$ cat src/rtl/countdown_ctrl_pkg.sv
// ============================================================================
// countdown_ctrl_pkg : shared state, edit-field and BCD constants
// Rev 1.0 - initial release
// ============================================================================
`default_nettype none

package countdown_ctrl_pkg;

    typedef enum logic [2:0] {
        ST_STOP    = 3'd0,
        ST_SET_HR  = 3'd1,
        ST_SET_MIN = 3'd2,
        ST_SET_SEC = 3'd3,
        ST_RUN     = 3'd4,
        ST_ALARM   = 3'd5
    } state_t;

    localparam logic [1:0] EDIT_NONE = 2'd0;
    localparam logic [1:0] EDIT_HR   = 2'd1;
    localparam logic [1:0] EDIT_MIN  = 2'd2;
    localparam logic [1:0] EDIT_SEC  = 2'd3;

    localparam logic [7:0] BCD_00 = 8'h00;
    localparam logic [7:0] BCD_11 = 8'h11;
    localparam logic [7:0] BCD_59 = 8'h59;

endpackage

`default_nettype wire

$ cat src/rtl/countdown_ctrl_bcd2_inc.sv
// ============================================================================
// bcd2_inc : combinational two-digit BCD +1 that wraps to 00 at WRAP
// Rev 1.0 - initial release
// ============================================================================
`default_nettype none

module bcd2_inc
    import countdown_ctrl_pkg::*;
#(
    parameter logic [7:0] WRAP = 8'h59
) (
    input  logic [7:0] value,
    output logic [7:0] next_value
);

    // Wrap test comes first so e.g. 59 never carries into an illegal 60.
    always_comb begin
        if (value == WRAP) begin
            next_value = BCD_00;
        end else if (value[3:0] == 4'd9) begin
            next_value = {value[7:4] + 4'd1, 4'd0};
        end else begin
            next_value = {value[7:4], value[3:0] + 4'd1};
        end
    end

endmodule

`default_nettype wire

$ cat src/rtl/countdown_ctrl.sv
// ============================================================================
// countdown_ctrl : run/pause/set/alarm sequencer for the hh:mm:ss countdown
// Rev 1.0 - initial release
// ============================================================================
`default_nettype none

module countdown_ctrl
    import countdown_ctrl_pkg::*;
#(
    parameter int         ALARM_SECS = 10,
    parameter logic [7:0] HR_MAX     = 8'h11
) (
    input  logic       clk,
    input  logic       reset,
    input  logic       tick,
    input  logic       btn_mode,
    input  logic       btn_inc,
    input  logic       zero_flag,
    output logic       run_en,
    output logic       load,
    output logic [7:0] load_hr,
    output logic [7:0] load_min,
    output logic [7:0] load_sec,
    output logic [1:0] edit_field,
    output logic       alarm
);

    localparam logic [3:0] ALARM_LAST = 4'(ALARM_SECS - 1);

    logic [1:0] mode_sync, inc_sync;
    logic       mode_prev, inc_prev;
    logic       mode_p, inc_p;
    state_t     state, state_next;
    logic [3:0] alarm_cnt, alarm_cnt_next;
    logic       load_next;
    logic [7:0] hr_next, min_next, sec_next;
    logic [7:0] hr_inc, min_inc, sec_inc;

    bcd2_inc #(.WRAP(HR_MAX)) u_hr_inc  (.value(load_hr),  .next_value(hr_inc));
    bcd2_inc #(.WRAP(BCD_59)) u_min_inc (.value(load_min), .next_value(min_inc));
    bcd2_inc #(.WRAP(BCD_59)) u_sec_inc (.value(load_sec), .next_value(sec_inc));

    always_ff @(posedge clk or posedge reset) begin
        if (reset) begin
            mode_sync <= 2'b00;
            inc_sync  <= 2'b00;
            mode_prev <= 1'b0;
            inc_prev  <= 1'b0;
        end else begin
            mode_sync <= {mode_sync[0], btn_mode};
            inc_sync  <= {inc_sync[0], btn_inc};
            mode_prev <= mode_sync[1];
            inc_prev  <= inc_sync[1];
        end
    end

    assign mode_p = mode_sync[1] & ~mode_prev;
    assign inc_p  = inc_sync[1] & ~inc_prev;

    always_ff @(posedge clk or posedge reset) begin
        if (reset) begin
            state     <= ST_STOP;
            alarm_cnt <= 4'd0;
            load      <= 1'b0;
            load_hr   <= BCD_11;
            load_min  <= BCD_59;
            load_sec  <= BCD_59;
        end else begin
            state     <= state_next;
            alarm_cnt <= alarm_cnt_next;
            load      <= load_next;
            load_hr   <= hr_next;
            load_min  <= min_next;
            load_sec  <= sec_next;
        end
    end

    // Every branch tests mode_p first, so a coincident inc_p is dropped.
    always_comb begin
        state_next     = state;
        alarm_cnt_next = alarm_cnt;
        load_next      = 1'b0;
        hr_next        = load_hr;
        min_next       = load_min;
        sec_next       = load_sec;
        case (state)
            ST_STOP: begin
                if (mode_p)     state_next = ST_SET_HR;
                else if (inc_p) state_next = ST_RUN;
            end
            ST_SET_HR: begin
                if (mode_p)     state_next = ST_SET_MIN;
                else if (inc_p) hr_next    = hr_inc;
            end
            ST_SET_MIN: begin
                if (mode_p)     state_next = ST_SET_SEC;
                else if (inc_p) min_next   = min_inc;
            end
            ST_SET_SEC: begin
                if (mode_p) begin
                    state_next = ST_STOP;
                    load_next  = 1'b1;
                end else if (inc_p) begin
                    sec_next = sec_inc;
                end
            end
            ST_RUN: begin
                if (mode_p) begin
                    state_next = ST_STOP;
                end else if (tick && zero_flag) begin
                    state_next     = ST_ALARM;
                    alarm_cnt_next = 4'd0;
                end
            end
            ST_ALARM: begin
                if (mode_p || inc_p) begin
                    state_next = ST_STOP;
                    load_next  = 1'b1;
                end else if (tick) begin
                    if (alarm_cnt == ALARM_LAST) begin
                        state_next = ST_STOP;
                        load_next  = 1'b1;
                    end else begin
                        alarm_cnt_next = alarm_cnt + 4'd1;
                    end
                end
            end
            default: state_next = ST_STOP;
        endcase
    end

    // run_en is combinational on zero_flag so the counters stop at 00:00:00.
    always_comb begin
        run_en = (state == ST_RUN) && !zero_flag;
        alarm  = (state == ST_ALARM);
        case (state)
            ST_SET_HR:  edit_field = EDIT_HR;
            ST_SET_MIN: edit_field = EDIT_MIN;
            ST_SET_SEC: edit_field = EDIT_SEC;
            default:    edit_field = EDIT_NONE;
        endcase
    end

endmodule

`default_nettype wire
$ cat config.mk
export PLATFORM = sky130hd
export DESIGN_NAME = countdown_ctrl
export DESIGN_NICKNAME = d
export VERILOG_FILES = /design/src/rtl/countdown_ctrl_pkg.sv /design/src/rtl/countdown_ctrl_bcd2_inc.sv /design/src/rtl/countdown_ctrl.sv
export SDC_FILE = /design/constraint.sdc
export NUM_CORES = 1
export LEC_CHECK = 0
export CORE_MARGIN = 2
export CORE_UTILIZATION = 56
export CTS_CLUSTER_DIAMETER = 120
export DETAILED_ROUTE_END_ITERATION = 10
export DONT_BUFFER_PORTS = 1
export PLACE_DENSITY = 0.76
export SLEW_MARGIN = 15
export SYNTH_ARGS = -nofsm -noshare
export SYNTH_HDL_FRONTEND = slang
export SYNTH_SLANG_ARGS = --single-unit
export TNS_END_PERCENT = 20
$ cat constraint.sdc
create_clock -name clk -period 1.56 [get_ports clk]
set_input_delay 0.39 -clock clk [delete_from_list [all_inputs] [get_ports clk]]
set_output_delay 0.39 -clock clk [all_outputs]
set_load 0.005 [all_outputs]
==> impl_metrics.ini <==
[global_routing]
grt_pass1_wl_microns = 7590
track_usage = 0.2354
grt_max_degree = 39
overflow = 0
first_global_vias = 1757
antenna_found_initial = 0

[critical_path]
start_kind = register
path_class = reg -> out
crit_chain = buf_6 > and3b_2
crit_path_end_kind = output pin
critPathArrivalTime_ns = 1.20
slowest_stage = dfrtp_2
critical_path.max_stage_delay_ns = 0.48
cp_top_family = flip-flops
worst_ep_required_time_ns = 1.17
critPathMaxFanout = 7
critPathBufInv = 1

[logic_synthesis]
ys_warn_count = 0
synth_enable_flop_cells = 0
ys_ff_latch = 38
synthCells = 204
synth-main-ff-cell = dfrtp_1
syn-cell-area_sq_mm = 0.002116
syn_nets = 224
seq_area_frac_synth = 0.4554
async_flop_share = 1.000
synth.distinct_cells = 51
postSynthAreaPerCell_sq_um = 10.37

[floorplan]
dieWidth_microns = 65.47
io_pins = 35
start_util = 0.5823
core_area_sq_mm = 0.003633
fp-row-count = 22
die_y_microns = 65.47
die_area_sq_mm = 0.004286

[detailed_routing]
first_iter_violations = 101
wl_per_cell_microns = 16.85
num_vias = 1699
dr.pass1.iters = 4
avgViaCountPerCell = 5.982
final_antenna_net_count = 0
drc_errors = 0
wl_microns = 4785

[timing]
worstMarginPinSlew_ns = 0.4722
relSlewSlack = 0.6852
timing.setup.tns_ns = -0.06752
drv_slew = 0
rsz0062_at_grt = true
period_share = 1.020
period_needed_ns = 1.592
setup_violations = 3
finClkSkew_ns = 0.01087
finalWorstSetupSlack_ns = -0.03157
max_freq_mhz = 628.3
hold_viol_final = 0

[clock_network]
cts_buffer_depth = 2
cts.clk_slew.worst_paths_ns = 0.08
clock_latency_ns = 0.30
cts_tree = yes
clock-sinks = 38
ctsHoldBuffers = 0
cts_buffers = 5
htreeDepth = 2
cts-root-buf = clkbuf_8

[final_layout]
area_growth_pct = 21.17
antenna_cells = 0
fillCellCount = 263
seq_area_sq_um = 967.2
fin_nets = 255
multi_input_area_sq_mm = 0.001155
final_util = 0.7056
drive_gt1_frac = 0.3475

[status]
violations = setup timing
outcome = finished with violations

[place]
place_congestion = 0.7762
hpwl_microns = 3315
numPortBuffers = 0
place_ws_ns = -0.07420

[power_and_ir_drop]
ir_drop_mv = 0.8310
p_per_area_mw_per_mm2 = 1330
leakage_nw = 1.155

[run]
drv_cap = 0

[worst_hold_path]
hp-class = in -> async
-- cell type report --
| type | count | share of cell area |
|---|---|---|
| Clock buffer | 7 | 0.03367 |
| Clock inverter | 1 | 0.001952 |
| Inverter | 12 | 0.01757 |
| Multi-Input combinational cell | 148 | 0.4505 |
| Sequential cell | 38 | 0.3773 |
| Tap cell | 48 | 0.02343 |
| Timing Repair Buffer | 30 | 0.09566 |
-- path summary, 6_finish.rpt --
check / slack (ns) / from / depth (start not counted) / endpoint
min: 0.09 / reset / 2 / load_hr[1]$_DFFE_PP0P_
max: -0.03 / state[0]$_DFFE_PP0P_ / 2 / alarm
max in group asynchronous: 1.11 / reset / 2 / state[1]$_DFFE_PP0P_
min in group clk: 0.12 / btn_inc / 0 / inc_sync[0]$_DFF_PP0_
min reg2reg: 0.36 / inc_sync[0]$_DFF_PP0_ / 0 / inc_sync[1]$_DFF_PP0_
max reg2reg: -0.03 / mode_sync[1]$_DFF_PP0_ / 4 / load_hr[1]$_DFFE_PP0P_
-- synthesized netlist by cell type, types with 3 or more instances --
cell type  number  area, sq um
dfrtp_1        28        700.7
o21ai_0        15        75.07
ha_1           14        175.2
nand2_1        13        48.80
inv_1          12        45.04
nand3_1        12        60.06
nor2_1         11        41.29
dfstp_2        10        262.8
nor2b_1         7        43.79
a21o_1          6        45.04
a21oi_1         6        30.03
nand4_1         6        37.54
nand2b_1        5        31.28
nor3_1          5        25.02
a211oi_1        3        22.52
and3_1          3        18.77
and3b_2         3        30.03
o31ai_1         3        22.52
-- worst reg2reg max path: stages (launching register included) --
cell	delay [ns]
dfrtp_1	0.40
nor2b_1	0.15
or4_4	0.55
or3_1	0.36
o21ai_1	0.07
-- per-stage QoR --
stage	area (sq um)	instances	hold slack [ns]	power (mW)
final	2564	284	0.08527	3.408
after global routing	2564	284	0.1026	3.633
after CTS	2479	281	0.09119	3.348
after detailed placement	2337	269	0.3498	2.573
after global placement	2337	269	0.3354	2.465
after floorplan	2151	204	0.3312	2.171
-- logic make-up after synthesis --
family	count (synthesis)	share of synthesized area
DFF	38	0.4553
xor gates and xnor gates	4	0.01656
and+or+nand+nor	84	0.2572
buffers and inverters	18	0.04316
muxes	2	0.01064
adders and majority gates	14	0.08279
AOI/OAI and AO/OA	44	0.1342
-- routing by layer --
metal | up-vias | track usage | share of wire
li1 | 795 | - | -
met1 | 832 | 0.2607 | 0.38
met2 | 58 | 0.4056 | 0.53
met3 | 14 | 0.07877 | 0.068
met4 | 0 | 0.1120 | 0.022
met5 | - | 0 | 0
-- flip-flops by register name, summed over array words and instances, names as in the netlist --
name       cells
alarm_cnt      4
inc_prev       1
inc_sync       2
load           1
load_hr        8
load_min       8
load_sec       8
mode_prev      1
mode_sync      2
state          3
-- power breakdown --
part           internal, mW  switching [mW]  leakage (nW)  total (mW)
clock                 0.356           0.348        0.0482       0.705
combinational         0.598           0.647         0.644        1.25
sequential             1.22           0.242         0.462        1.46
total                  2.17            1.24          1.16        3.41
-- what timing repair did --
| action | 4_1_cts | 5_1_grt |
|---|---|---|
| endpoints found under the hold margin | 0 | 0 |
| setup buffers | 4 | 3 |
| pin swaps | 2 | 3 |
| gates resized for setup | 6 | 18 |
| setup endpoints to repair | 11 | 24 |
-- cell usage in the layout, fill, tap and decap left out, types with 4 or more instances in the layout --
master	netlist	final
inv_1	12	11
nand2_1	13	12
nor2_1	11	11
ha_1	14	12
o21ai_0	15	11
nand3_1	12	12
and3b_2	3	4
dfstp_2	10	10
a21oi_1	6	6
nand4_1	6	6
clkbuf_8	0	6
buf_4	2	27
dfrtp_1	28	25
nand2b_1	5	4
a21o_1	6	6
nor2b_2	0	4
No activity file was read; power rests on OpenSTA's default activity.
